### src/rtl/moving_sum_accum.sv
// rtl/moving_sum_accum.sv - recursive moving sum y[n] = y[n-1] + x[n] - x[n-N], N = len + 1, stream in/out.
// Optional 2-entry output skid buffer selected by MOVING_SUM_SKID_EN.
module moving_sum_accum #(
    parameter int WIDTH = 16,
    parameter int SIZE  = 5
) (
    input  logic                    clk,
    input  logic                    reset,
    input  logic                    clear,
    input  logic [WIDTH-1:0]        i_cur_tdata,
    input  logic [WIDTH-1:0]        i_dly_tdata,
    input  logic                    i_tvalid,
    output logic                    i_tready,
    output logic [WIDTH+SIZE-1:0]   o_tdata,
    output logic                    o_tvalid,
    input  logic                    o_tready,
    input  logic [SIZE-1:0]         len_data,
    input  logic                    len_valid,
    output logic                    o_busy
);

    localparam int OWIDTH = WIDTH + SIZE;

    typedef enum logic {
        FILL = 1'b0,
        RUN  = 1'b1
    } state_t;

    state_t              state_q, state_d;
    logic [SIZE-1:0]     len_q, len_d;
    logic [SIZE-1:0]     count_q, count_d;
    logic [OWIDTH-1:0]   acc_q, acc_d;
    logic [OWIDTH-1:0]   o_tdata_q, o_tdata_d;
    logic                o_tvalid_q, o_tvalid_d;

    logic [OWIDTH-1:0]   cur_ext;
    logic [OWIDTH-1:0]   dly_ext;
    logic [OWIDTH-1:0]   acc_upd;
    logic                accept;
    logic                emit;

    assign cur_ext = {{SIZE{i_cur_tdata[WIDTH-1]}}, i_cur_tdata};
    assign dly_ext = {{SIZE{i_dly_tdata[WIDTH-1]}}, i_dly_tdata};
    // Modulo arithmetic is fine: the window sum itself always fits OWIDTH.
    assign acc_upd = acc_q + cur_ext - dly_ext;
    assign accept  = i_tvalid & i_tready;

`ifdef MOVING_SUM_SKID_EN
    logic [OWIDTH-1:0]   skid_data_q, skid_data_d;
    logic                skid_valid_q, skid_valid_d;

    // Ready depends only on skid occupancy, never on o_tready.
    assign i_tready = ~reset & ~clear & ~len_valid & ~skid_valid_q;
`else
    assign i_tready = ~reset & ~clear & ~len_valid & (~o_tvalid_q | o_tready);
`endif

    always_comb begin
        state_d = state_q;
        len_d   = len_q;
        count_d = count_q;
        acc_d   = acc_q;
        emit    = 1'b0;
        if (clear) begin
            state_d = FILL;
            len_d   = '0;
            count_d = '0;
            acc_d   = '0;
        end else if (len_valid) begin
            state_d = FILL;
            len_d   = len_data;
            count_d = '0;
            acc_d   = '0;
        end else if (accept) begin
            acc_d = acc_upd;
            case (state_q)
                FILL: begin
                    if (count_q == len_q) begin
                        state_d = RUN;
                        emit    = 1'b1;
                    end else begin
                        count_d = count_q + SIZE'(1);
                    end
                end
                RUN: emit = 1'b1;
                default: state_d = FILL;
            endcase
        end
    end

`ifdef MOVING_SUM_SKID_EN
    always_comb begin
        o_tdata_d    = o_tdata_q;
        o_tvalid_d   = o_tvalid_q;
        skid_data_d  = skid_data_q;
        skid_valid_d = skid_valid_q;
        if (clear) begin
            o_tdata_d    = '0;
            o_tvalid_d   = 1'b0;
            skid_valid_d = 1'b0;
        end else if (len_valid) begin
            o_tvalid_d   = 1'b0;
            skid_valid_d = 1'b0;
        end else if (o_tready || !o_tvalid_q) begin
            // Output slot frees up: the older skid entry goes first to keep ordering.
            if (skid_valid_q) begin
                o_tdata_d    = skid_data_q;
                o_tvalid_d   = 1'b1;
                skid_valid_d = 1'b0;
            end else if (emit) begin
                o_tdata_d  = acc_upd;
                o_tvalid_d = 1'b1;
            end else begin
                o_tvalid_d = 1'b0;
            end
        end else if (emit) begin
            skid_data_d  = acc_upd;
            skid_valid_d = 1'b1;
        end
    end
`else
    always_comb begin
        o_tdata_d  = o_tdata_q;
        o_tvalid_d = o_tvalid_q;
        if (clear) begin
            o_tdata_d  = '0;
            o_tvalid_d = 1'b0;
        end else if (len_valid) begin
            o_tvalid_d = 1'b0;
        end else begin
            if (o_tready) begin
                o_tvalid_d = 1'b0;
            end
            if (emit) begin
                o_tdata_d  = acc_upd;
                o_tvalid_d = 1'b1;
            end
        end
    end
`endif

    always_ff @(posedge clk or posedge reset) begin
        if (reset) begin
            state_q    <= FILL;
            len_q      <= '0;
            count_q    <= '0;
            acc_q      <= '0;
            o_tdata_q  <= '0;
            o_tvalid_q <= 1'b0;
        end else begin
            state_q    <= state_d;
            len_q      <= len_d;
            count_q    <= count_d;
            acc_q      <= acc_d;
            o_tdata_q  <= o_tdata_d;
            o_tvalid_q <= o_tvalid_d;
        end
    end

`ifdef MOVING_SUM_SKID_EN
    always_ff @(posedge clk or posedge reset) begin
        if (reset) begin
            skid_data_q  <= '0;
            skid_valid_q <= 1'b0;
        end else begin
            skid_data_q  <= skid_data_d;
            skid_valid_q <= skid_valid_d;
        end
    end
`endif

    assign o_tdata  = o_tdata_q;
    assign o_tvalid = o_tvalid_q;
    assign o_busy   = (state_q == FILL);

endmodule

### config.mk
export PLATFORM = sky130hd
export DESIGN_NAME = moving_sum_accum
export DESIGN_NICKNAME = d
export VERILOG_FILES = /design/src/rtl/moving_sum_accum.sv
export SDC_FILE = /design/constraint.sdc
export NUM_CORES = 1
export LEC_CHECK = 0
export BUFFER_PORTS_ARGS = -buffer_cell sky130_fd_sc_hd__buf_2
export CAP_MARGIN = 20
export CORE_MARGIN = 2
export CORE_UTILIZATION = 59
export CTS_BUF_LIST = sky130_fd_sc_hd__clkbuf_8
export CTS_CLUSTER_SIZE = 25
export DETAILED_ROUTE_END_ITERATION = 10
export PLACE_DENSITY = 0.82
export SLEW_MARGIN = 20
export SYNTH_ARGS = -nofsm -noshare
export SYNTH_HDL_FRONTEND = slang
export SYNTH_SLANG_ARGS = --single-unit
### constraint.sdc
create_clock -name clk -period 4.1 [get_ports clk]
set_clock_uncertainty 0.2 [all_clocks]
set_input_delay 0.41 -clock clk [delete_from_list [all_inputs] [get_ports clk]]
set_output_delay 0.41 -clock clk [all_outputs]
set_load 0.05 [all_outputs]
==> Implementation_results.wiki <==
{| class="wikitable"
! Metric !! Value
|-
| Result of the run || completed
|-
| Final Max Tran Viols || 0
|-
| Antenna diode count || 0
|-
| Clock edge transition at the registers on the reported setup and hold paths || between 0.1 and 0.15 ns
|-
| Detailed router's first-iteration violation count || 366
|-
| Final Core Density || 0.6806
|-
| Setup repair after global routing missed its margin || false
|-
| Final critical-path share of the clock period || 0.7947
|-
| Highest achievable clock rate || 0.3069 GHz
|-
| HP Class || input pin to register
|-
| Net switching power || 593.2 uW
|-
| Average wire per standard cell || 15.88 microns
|-
| Synthesis-to-layout area growth || 11.84%
|-
| Slowest cell delay on critical path || 0.50 ns
|-
| Tightest hold margin || 0.1279 ns
|-
| Internal portion of total power || between 800 and 900 uW
|-
| PD cells || 322.9 nW/um^2
|-
| Antenna violations before repair || 0
|-
| Final worst path period need || about 3.3 ns
|-
| Number of cells produced by synthesis || roughly 470
|-
| Area enclosed by the die boundary || 7652 sq um
|-
| Number of failing hold endpoints at the final stage || 0
|-
| Height of the die || 87.48 microns
|-
| Number of global-route vias before repair || 3533
|-
| Number of search-and-repair iterations in the first detailed-routing pass || 7
|-
| CTS tree || done
|-
| Syn avg cell area || 8.711 sq um
|-
| Clock Sink Count || 54
|-
| First-pass GRT wire length || 16470 microns
|-
| Cell with the largest stage delay on the worst path || sky130_fd_sc_hd__o31ai_1
|-
| Post-CTS setup-driven buffer insertion count || 0
|-
| Classification of the worst setup path || register to register
|-
| CP startpoint kind || register
|-
| Most repeated library cell on the critical path || sky130_fd_sc_hd__inv_1
|-
| H-tree level count || 2
|-
| Primary flip-flop cell chosen by synthesis mapping || sky130_fd_sc_hd__dfrtp_1
|-
| Final nets || 617
|-
| Area inside the core boundary || between 6000 and 7000 sq um
|-
| Actual slew at the worst max-slew pin || 0.7459 ns
|-
| DIE WIDTH || 87.48 microns
|-
| Leading post-synthesis cells by instance count || 82 x sky130_fd_sc_hd__inv_1, 54 x sky130_fd_sc_hd__dfrtp_1, 48 x sky130_fd_sc_hd__nand3_1
|-
| Yosys Warn Count || 0
|-
| Estimated wirelength of the detail-placed design || around 7100 microns
|-
| Latest clock arrival within the worst-skew pair || 0.32 ns
|-
| Number of top-level pins || 67
|-
| Remaining design rule violation count || 0
|-
| Series of cell instances along the critical path || inv_1 > fa_1 > inv_1 > ha_1 > nand2_1 > o21a_1 > o31ai_1 > nor2_1 > and3_1 > or3_1
|-
| Maximum ir drop on the vdd rail || between 150 and 200 uV
|-
| Sequential Power Share || 0.383
|-
| Largest net degree at the start of global routing || 54
|-
| Synth top area share || 0.3287
|-
| Kind of end point of the critical path || register
|-
| Total congestion overflow || 0
|-
| Vias post-DR || 3649
|-
| Area of the mapped netlist || 4111 sq um
|-
| Number of buffers added by the clock tree synthesis step || 5
|-
| Req. time, crit path || 4.11 ns
|-
| Final routed wirelength across all metal layers || 9719 microns
|-
| Largest driver fanout on the critical path || 12
|-
| Data arrival, critical path || 3.27 ns
|-
| Cell Count, Final, Fillers Out || 612
|-
| Distinct cells, synth || 54
|-
| Count of placed standard cells including taps || roughly 600
|-
| Total negative setup slack || 0 ns
|-
| Starting density of the core || 0.6085
|-
| Sequential share of the synthesized area || 0.3287
|-
| # rows || 30
|-
| Proportion of total power due to net switching || 0.3995
|-
| Synthesized netlist net count || 558
|-
| Maximum number of buffers from clock root to sink || 2
|-
| Ys async rst share || 1.000
|-
| Max-capacitance violation count || 0
|-
| IO buf count || 66
|-
| Yosys reg bits || 54
|-
| Final Wtd Congestion || 0.9590
|-
| Combinational power share || 0.398
|-
| All-layer global routing usage || 0.2721
|-
| Static leakage power || 2.422 nW
|-
| Vias/cell || 5.962
|-
| Biggest area contributors in the synthesized netlist || sky130_fd_sc_hd__dfrtp_1 33%, sky130_fd_sc_hd__fa_1 9.7%, sky130_fd_sc_hd__inv_1 7.5%
|-
| Most used standard cell by instance count after synthesis || sky130_fd_sc_hd__inv_1
|-
| Dominant cell type by area after synthesis || sky130_fd_sc_hd__dfrtp_1
|-
| Relative slew slack || 0.5022
|-
| Share of post-route cells with drive strength above 1 || 0.1711
|-
| Clock root buffer master || sky130_fd_sc_hd__clkbuf_8
|-
| Relative contribution of the clock network to total power || 0.218
|-
| Final setup vio count || 0
|-
| EDFF count, synth || 0
|-
| Antenna Violating Nets Remaining || 0
|}
## cell usage in the layout (no fill, tap or decap), types with 7 or more instances in the layout
cell type	instances
sky130_fd_sc_hd__a21o_1	10
sky130_fd_sc_hd__a21oi_1	13
sky130_fd_sc_hd__a31oi_1	9
sky130_fd_sc_hd__and3_1	9
sky130_fd_sc_hd__buf_2	66
sky130_fd_sc_hd__dfrtp_1	54
sky130_fd_sc_hd__fa_1	20
sky130_fd_sc_hd__ha_1	23
sky130_fd_sc_hd__inv_1	81
sky130_fd_sc_hd__nand2_1	21
sky130_fd_sc_hd__nand3_1	48
sky130_fd_sc_hd__nor2_1	18
sky130_fd_sc_hd__nor3_1	13
sky130_fd_sc_hd__o21ai_0	35
sky130_fd_sc_hd__o31ai_1	7
sky130_fd_sc_hd__xnor2_1	8
sky130_fd_sc_hd__xor2_1	13
## state kept, by name (all words and copies together) (netlist names)
register and count:
acc_q 21, count_q 5, len_q 5, o_tdata 21, o_tvalid 1, state_q 1
## layout make-up
class                   count  area [sq um]
inverters                  82         307.8
fillers                   560          2158
clock inverters             3         22.52
repair buffers             73         385.4
well taps                  80         100.1
clock buffers               5         68.82
multi-input cells         315          2362
flip-flops and latches     54          1351
## metal layers
metal	global-route usage	share of wire	routed length [microns]
met1	0.3839	0.45	4369
met2	0.4380	0.47	4530
met3	0.03697	0.060	586
met4	0.08112	0.024	233
met5	0	0	0
## kinds of logic (layout without fill, tap and decap cells)
kind of cell / Yosys count / count (layout) / share of synthesized area
buffers and inverters: 103 / 163 / 0.09678
XOR/XNOR: 21 / 21 / 0.04474
adder cells (fa/ha/maj): 43 / 43 / 0.1674
multiplexers: 6 / 6 / 0.01461
AO/OA/AOI/OAI: 103 / 103 / 0.1634
AND/OR/NAND/NOR: 142 / 142 / 0.1844
flip-flops: 54 / 54 / 0.3287
## path summary, 6_finish.rpt
kind | startpoint | end | slack, ns | depth (start not counted)
min in group asynchronous | reset | o_tvalid | 0.28 | 3
min reg2reg | o_tdata[1] | o_tdata[1] | 0.31 | 2
max in group asynchronous | reset | o_tdata[12] | 2.52 | 4
max reg2reg | acc_q[14] | acc_q[20] | 0.84 | 10
max | acc_q[14] | acc_q[20] | 0.84 | 10
min | len_data[1] | len_q[1] | 0.13 | 3
## power by group through the flow
stage / Sequential [mW] / Combinational [mW] / Clock [mW]
CTS: 0.569 / 0.585 / 0.326
finish: 0.569 / 0.591 / 0.324
detailed placement: 0.580 / 0.578 / 0
global placement: 0.578 / 0.564 / 0
floorplan: 0.610 / 0.404 / 0
global route: 0.572 / 0.658 / 0.345
## critical path, delay by kind of cell, from the launching register on
family,cells,cell delay (ns)
compound gates,2,0.72
buf+inv,2,0.11
fa+ha+maj,2,0.95
flops,1,0.38
simple gates,4,0.80
## metrics by stage
stage / cell area [sq um] / setup slack (ns) / power [mW]
6_report: 4598 / 0.8418 / 1.485
5_1_grt: 4598 / 0.6421 / 1.575
4_1_cts: 4598 / 0.8988 / 1.481
3_5_place_dp: 4497 / 0.7200 / 1.158
3_3_place_gp: 4497 / 0.7957 / 1.142
2_1_floorplan: 4111 / 0.6465 / 1.014
## what timing repair did
item | in CTS | in global routing
hold endpoints to repair | 1 | 0
resized for setup | 0 | 0
hold buffers | 1 | 0
endpoints found under the setup margin | 0 | 0
Note: power is estimated with default switching activity, not from simulation.
